**src/rtl/stream_mux_arb.sv**
```systemverilog
// stream_mux_arb: NCH-channel valid/ready stream multiplexer.
// Chooses one input by fixed-priority or round-robin arbitration and can hold the grant
// for a whole packet. The winning word passes through one registered output stage that
// streams at one word per clock.
module stream_mux_arb #(
    parameter int unsigned WIDTH = 8,
    parameter int unsigned NCH   = 4,
    parameter int unsigned SELW  = $clog2(NCH),
    parameter int unsigned RR    = 1,
    parameter int unsigned LOCK  = 1
) (
    input  logic                 clk,
    input  logic                 reset,
    input  logic [NCH*WIDTH-1:0] in_data,
    input  logic [NCH-1:0]       in_valid,
    input  logic [NCH-1:0]       in_last,
    output logic [NCH-1:0]       in_ready,
    output logic [WIDTH-1:0]     out_data,
    output logic                 out_valid,
    output logic                 out_last,
    output logic [SELW-1:0]      out_sel,
    input  logic                 out_ready
);

    typedef enum logic [0:0] {StIdle, StLocked} state_e;

    state_e          state_q, state_d;
    logic [SELW-1:0] lock_ch_q, lock_ch_d;
    logic [SELW-1:0] rr_ptr_q, rr_ptr_d;

    logic [WIDTH-1:0] data_q, data_d;
    logic             valid_q, valid_d;
    logic             last_q, last_d;
    logic [SELW-1:0]  sel_q, sel_d;

    logic             load;
    logic             arb_found;
    logic [SELW-1:0]  arb_idx;
    int unsigned      scan_idx;
    logic             gnt_valid;
    logic [SELW-1:0]  gnt_idx;
    logic             xfer;
    logic             xfer_last;
    logic [WIDTH-1:0] gnt_word;

    // Output stage can take a new word when empty or being popped this cycle
    assign load = ~valid_q | out_ready;

    // Free arbitration: scan from rr_ptr (round-robin) or from channel 0 (fixed priority)
    always_comb begin
        arb_found = 1'b0;
        arb_idx   = '0;
        scan_idx  = 0;
        for (int unsigned k = 0; k < NCH; k++) begin
            scan_idx = (RR != 0) ? ((32'(rr_ptr_q) + k) % NCH) : k;
            if (!arb_found && in_valid[scan_idx]) begin
                arb_found = 1'b1;
                arb_idx   = SELW'(scan_idx);
            end
        end
    end

    // Grant output: locked channel overrides arbitration, even when it has no data
    always_comb begin
        gnt_idx   = arb_idx;
        gnt_valid = load & arb_found;
        if (LOCK != 0 && state_q == StLocked) begin
            gnt_idx   = lock_ch_q;
            gnt_valid = load;
        end
        if (reset) begin
            gnt_valid = 1'b0;
        end
        in_ready = gnt_valid ? ({{(NCH-1){1'b0}}, 1'b1} << gnt_idx) : '0;
    end

    assign xfer      = |(in_valid & in_ready);
    assign xfer_last = in_last[gnt_idx];
    assign gnt_word  = in_data[gnt_idx*WIDTH +: WIDTH];

    // Packet-lock FSM next state; never leaves StIdle when locking is disabled
    always_comb begin
        state_d   = state_q;
        lock_ch_d = lock_ch_q;
        if (LOCK != 0 && xfer) begin
            unique case (state_q)
                StIdle: begin
                    if (!xfer_last) begin
                        state_d   = StLocked;
                        lock_ch_d = gnt_idx;
                    end
                end
                StLocked: begin
                    if (xfer_last) begin
                        state_d = StIdle;
                    end
                end
                default: state_d = StIdle;
            endcase
        end
    end

    // Round-robin pointer moves past the winner; with locking only at packet end
    always_comb begin
        rr_ptr_d = rr_ptr_q;
        if (RR != 0 && xfer && (LOCK == 0 || xfer_last)) begin
            rr_ptr_d = (32'(gnt_idx) == NCH - 1) ? '0 : gnt_idx + SELW'(1);
        end
    end

    // Output stage next state: load on transfer, drain on idle load, hold under backpressure
    always_comb begin
        data_d  = data_q;
        valid_d = valid_q;
        last_d  = last_q;
        sel_d   = sel_q;
        if (load) begin
            valid_d = xfer;
            if (xfer) begin
                data_d = gnt_word;
                last_d = xfer_last;
                sel_d  = gnt_idx;
            end
        end
    end

    // Control state register; reset abandons any packet in flight
    always_ff @(posedge clk) begin
        if (reset) begin
            state_q   <= StIdle;
            lock_ch_q <= '0;
            rr_ptr_q  <= '0;
        end else begin
            state_q   <= state_d;
            lock_ch_q <= lock_ch_d;
            rr_ptr_q  <= rr_ptr_d;
        end
    end

    // Output data register
    always_ff @(posedge clk) begin
        if (reset) begin
            data_q  <= '0;
            valid_q <= 1'b0;
            last_q  <= 1'b0;
            sel_q   <= '0;
        end else begin
            data_q  <= data_d;
            valid_q <= valid_d;
            last_q  <= last_d;
            sel_q   <= sel_d;
        end
    end

    assign out_data  = data_q;
    assign out_valid = valid_q;
    assign out_last  = last_q;
    assign out_sel   = sel_q;

    // Grant invariants
    assert property (@(posedge clk) disable iff (reset) $onehot0(in_ready));
    assert property (@(posedge clk) disable iff (reset) !((|in_ready) && !load));
    assert property (@(posedge clk) disable iff (reset) 32'(out_sel) < NCH);

endmodule
```
**config.mk**
```make
export PLATFORM = sky130hd
export DESIGN_NAME = stream_mux_arb
export DESIGN_NICKNAME = d
export VERILOG_FILES = /design/src/rtl/stream_mux_arb.sv
export SDC_FILE = /design/constraint.sdc
export NUM_CORES = 1
export LEC_CHECK = 0
export BUFFER_PORTS_ARGS = -buffer_cell sky130_fd_sc_hd__buf_4
export CAP_MARGIN = 20
export CORE_MARGIN = 2
export CORE_UTILIZATION = 51
export CTS_CLUSTER_DIAMETER = 40
export DETAILED_ROUTE_END_ITERATION = 7
export GPL_TIMING_DRIVEN = 1
export PLACE_DENSITY = 0.85
export SETUP_SLACK_MARGIN = 0.05
export SYNTH_ARGS = -nofsm -noshare
export SYNTH_HDL_FRONTEND = slang
export SYNTH_SLANG_ARGS = --single-unit
export TNS_END_PERCENT = 5
```
**constraint.sdc**
```tcl
create_clock -name clk -period 6.3 [get_ports clk]
set_input_delay 0.315 -clock clk [delete_from_list [all_inputs] [get_ports clk]]
set_output_delay 0.315 -clock clk [all_outputs]
set_load 0.01 [all_outputs]
```
Word level (Yosys, flattened, before mapping) --
Index checks and enable logic that the tools add are counted.
Word-level totals: flip-flop bits (word level) 17, word-level logic and storage cells 59
Operators by class: add/sub/neg operators 4, order comparisons 5, equal/unequal tests 1, shift-type cells 2, multiplexer cells 24, bitwise logic cells 6, reductions and logical operators 10
Operators by type and width (number):
- $shiftx A32 B6 Y8 | 1
- $lt A2 B3 Y1 const B | 5
- $mux W1 | 12
- $mux W2 | 6
- $bmux W1 S2 | 5
- $add A2 B1 Y2 const B | 2
- $add A2 B2 Y2 const B | 2
- $and A4 B4 Y4 | 1
- $logic_and A1 B1 Y1 | 4
- $mux W4 | 1
- $reduce_or A4 Y1 | 1
- $shl A1 B2 Y4 const A | 1
- $logic_not A1 Y1 | 3
- $not A1 Y1 | 3
- $reduce_and A3 Y1 | 1
- $eq A2 B2 Y1 const B | 1
- $reduce_and A2 Y1 | 1
- $and A1 B1 Y1 | 1
- $or A1 B1 Y1 | 1

Logic depth before layout (Yosys ltp) --
depth in word-level cells 19, gate-level depth with buffers 16

Worst setup path before layout --
No wires, ideal clock.
kind input port to flip-flop, start input port in_valid[1], end register rr_ptr_q[1], library setup time 0.121 ns, arrival 2.981 ns, required time 6.179 ns, setup slack 3.198 ns, cell stages on the path 14, buffers on the path 3, cells stage by stage buf_4 -> nor2b_1 -> o311a_1 -> o32ai_2 -> and2_1 -> buf_6 -> buf_2 -> inv_1 -> ha_1 -> and2_1 -> a2111o_1 -> nand3_4 -> nand2b_2 -> mux2_4
Between the ends: word-level cells in the longest chain between the ends 19, elaborated cells between the ends (all ways) 36, those cells by class add/sub (1); eq/ne (1); shift (1); mux (23); bitwise (2); reduce/logical (8)
RTL lines:
- from (decl) | line 15 | input logic [NCH-1:0] in_valid,
- $bmux W1 S2 | line 56 | if (!arb_found && in_valid[scan_idx]) begin
- $mux W1 (not written as such) | line 56
- $mux W1 | line 56
- $logic_not A1 Y1 | line 56
- $logic_and A1 B1 Y1 | line 56
- $mux W1 | line 56
- $logic_not A1 Y1 | line 56
- $logic_and A1 B1 Y1 | line 56
- (+3 left out)
- $mux W1 | line 56
- $and A1 B1 Y1 | line 66 | gnt_valid = load & arb_found;
- $mux W1 | line 67 | if (LOCK != 0 && state_q == StLocked) begin
- $mux W1 | line 71 | if (reset) begin
- $mux W4 | line 74 | in_ready = gnt_valid ? ({{(NCH-1){1'b0}}, 1'b1} << gnt_idx) : '0;
- $and A4 B4 Y4 | line 77 | assign xfer = |(in_valid & in_ready);
- $reduce_or A4 Y1 | line 77
- $logic_and A1 B1 Y1 | line 106 | if (RR != 0 && xfer && (LOCK == 0 || xfer_last)) begin
- to (signal assigned) | line 136 | rr_ptr_q <= rr_ptr_d;
- to (decl) | line 29 | logic [SELW-1:0] rr_ptr_q, rr_ptr_d;
Parallel ways exist; a longest one is shown, timed or not. The select of a mux whose other input is x is not followed. A chain may end at the register's enable or synchronous reset.

Final worst setup path --
start register rr_ptr_q[0], end register rr_ptr_q[1]
Between the ends: word-level cells in the longest chain between the ends 19, elaborated cells between the ends (all ways) 39, those cells by class add/sub (4); eq/ne (1); shift (1); mux (23); bitwise (2); reduce/logical (8)
RTL lines:
- branches (longest 19 deep; another with $add A2 B1 Y2)
Several ways; the timed one is not identified. The select of a mux whose other input is x is not followed.

==> metrics <==
routability cong.=0.875; Hold WS=0.317 ns; vias per cell=5.81; DRT iter0 DRCs=56; Most common cell on crit path=and2_1; wirelength, routed=3.48 mm; Seq/Total Area, Yosys=24.7%; final period utilization=61.2%; Post-synth EDFFs=0; H-Tree Level Count=1; io pins=59; first-pass GRT wire length=5.63 mm; Buf/Inv on CP=1; Crit path depth=11; final core utilization=71.7%; Worst R2R Start=rr_ptr_q[0]$_SDFFE_PP0P_; CP max stage cell=dfxtp_1; Leak=0.875 nW; Crit path arrival time=4.06 ns; Startpoint Class=register; area occupied by registers=340 sq um; Placement Setup Slack=2.48 ns; Synth-to-Final Area Change=31.1%; fillcell total=194; clock slew at reported path FFs=0.12 ns; nets@finish=245; DRC Markers=0; Post-CTS Hold Fix Bufs=0; outcome=finished clean; clock skew=0.0156 ns; fraction of registers with async set/reset=0%; Synth Cell Area=1380 sq um; CTS root buffer=clkbuf_4; worst setup path end=rr_ptr_q[1]$_SDFFE_PP0P_; crit path capture type=register; crit-path max FO=15; die height=56.0 um; die area=3140 sq um; post-DR wirelength/cell=15.1 um; Total GRT Usage=22.5%; Clock Sinks=17; Post-Syn Instances=148; Mean Syn Cell Area=9.32 sq um; initial antenna violation count=0; HPWL after DPL=2.75 mm; synth unique cells=40; CTS tree=built; RSZ-0062 raised after global routing=no; final worst path period need=3.86 ns; multi-input logic area=938 sq um; Final Max Tran Viols=0; vias in the first global route=1294; final setup vio count=0; WS Path Type=register to register; Worst Max-Slew Pin Slew=0.697 ns; CTS resizes=0; ANT cells=0; buffers added on ports=58; reg-to-reg slack, setup=2.44 ns; CP required=6.50 ns; Initial Utilization=54.7%; Post-synth top flop=dfxtp_1; setup TNS=0 ns; CP Launch Point=rr_ptr_q[0]$_SDFFE_PP0P_; commonest non-fill, non-tap cells in the layout=buf_4 (59), mux2i_1 (38), dfxtp_1 (17); worst-path cell chain=nor3b_2, a32oi_1, o32ai_2, and2_1, inv_1, ha_1, and2_1, a2111o_1, nand3_4, nand2b_2, mux2_4; most common cell after layout, fill and taps aside=buf_4; CTS Buf Count=3; Die Span X=56.0 um; clock network latency to the later pin of the worst-skew pair=0.30 ns; Crit path largest cell delay=0.62 ns; core area=2520 sq um; # Max-Cap Violations=0; Final Hold Viols=0; Max clock buf depth=2; grt total ovfl=0; layout cells sized above 1=39.0%; Synth Register Bits=17; fin worst setup slack=2.44 ns; Reg2Reg Depth=11; Max-slew headroom=53.5%; Fmax=259 MHz; delay-heaviest family, CP=simple AND/OR/NAND/NOR gates; via count=1337; Synthesis Warnings=0; Rows=18; PD cells=316 nW/um^2; router iterations before antenna repair=5; reg2reg end=rr_ptr_q[1]$_SDFFE_PP0P_; syn_nets=192; largest net degree at the start of global routing=27; VDD IR max=207 uV; hold crit path type=input pin to register; Setup Buffers After CTS=0; antenna-violating nets left=0
==> metrics by stage <==
step                std cells  area [sq um]  power [mW]
detailed placement        226          1780       0.512
CTS                       230          1810       0.574
global placement          226          1780       0.498
global route              230          1810       0.607
finish                    230          1810       0.571
floorplan                 148          1380       0.423
==> synthesized netlist by cell type (all sizes together), types with 2 or more instances <==
cell / count / area [sq um]
nand3: 3 / 27.5
mux2i: 39 / 403
o21ai: 3 / 15.0
and2: 3 / 18.8
a21oi: 3 / 15.0
nor3b: 2 / 20.0
o211ai: 2 / 20.0
mux2: 2 / 30.0
dfxtp: 17 / 340
buf: 10 / 77.6
nand2: 8 / 30.0
nor2b: 5 / 31.3
nor3: 6 / 45.0
nand2b: 6 / 47.5
and3: 2 / 12.5
nor2: 15 / 56.3
a31oi: 5 / 31.3
inv: 5 / 18.8
==> worst min-delay path by stage <==
| stage | start | endpoint | slack (ns) | depth (start not counted) |
|---|---|---|---|---|
| after floorplan | reset | out_last$_SDFFE_PP0P_ | 0.38 | 1 |
| after global placement | out_last$_SDFFE_PP0P_ | out_last$_SDFFE_PP0P_ | 0.47 | 2 |
| after detailed placement | out_last$_SDFFE_PP0P_ | out_last$_SDFFE_PP0P_ | 0.48 | 2 |
| after CTS | reset | out_data[1]$_SDFFE_PP0P_ | 0.31 | 2 |
| after global routing | reset | out_data[2]$_SDFFE_PP0P_ | 0.31 | 2 |
| final | reset | out_data[1]$_SDFFE_PP0P_ | 0.32 | 2 |
==> flip-flops by register name (all words and copies together) (netlist names) <==
signal,cells
out_data,8
lock_ch_q,2
out_sel,2
rr_ptr_q,2
out_last,1
out_valid,1
state_q,1
==> logic make-up after synthesis <==
kind of cell / Yosys count / synth area share [%]
adders and majority gates: 1 / 0.907
and+or+nand+nor: 52 / 22.7
muxes: 41 / 31.4
DFF: 17 / 24.7
buffers and inverters: 16 / 7.26
AOI/OAI and AO/OA: 21 / 13.1
==> area by class of cell <==
cell class	count	share of cell area, %
multi-input cells	115	51.9
repair buffers	59	24.5
flip-flops and latches	17	18.8
well taps	30	2.08
clock buffers	3	1.25
inverters	5	1.04
clock inverters	1	0.415
==> report_power, final <==
| group | switching, mW | internal, mW | leakage [nW] |
|---|---|---|---|
| clock | 0.0366 | 0.0241 | 0.0139 |
| sequential | 0.0337 | 0.142 | 0.139 |
| combinational | 0.162 | 0.173 | 0.722 |
| total | 0.232 | 0.339 | 0.875 |
==> routing by layer <==
layer	track usage (%)	up-vias	wire length, um
met5	0	-	0
met4	9.18	0	90
met3	4.42	12	202
met2	43.2	66	1930
met1	23.3	615	1260
li1	-	644	-
(Power assumes the default switching activity.)
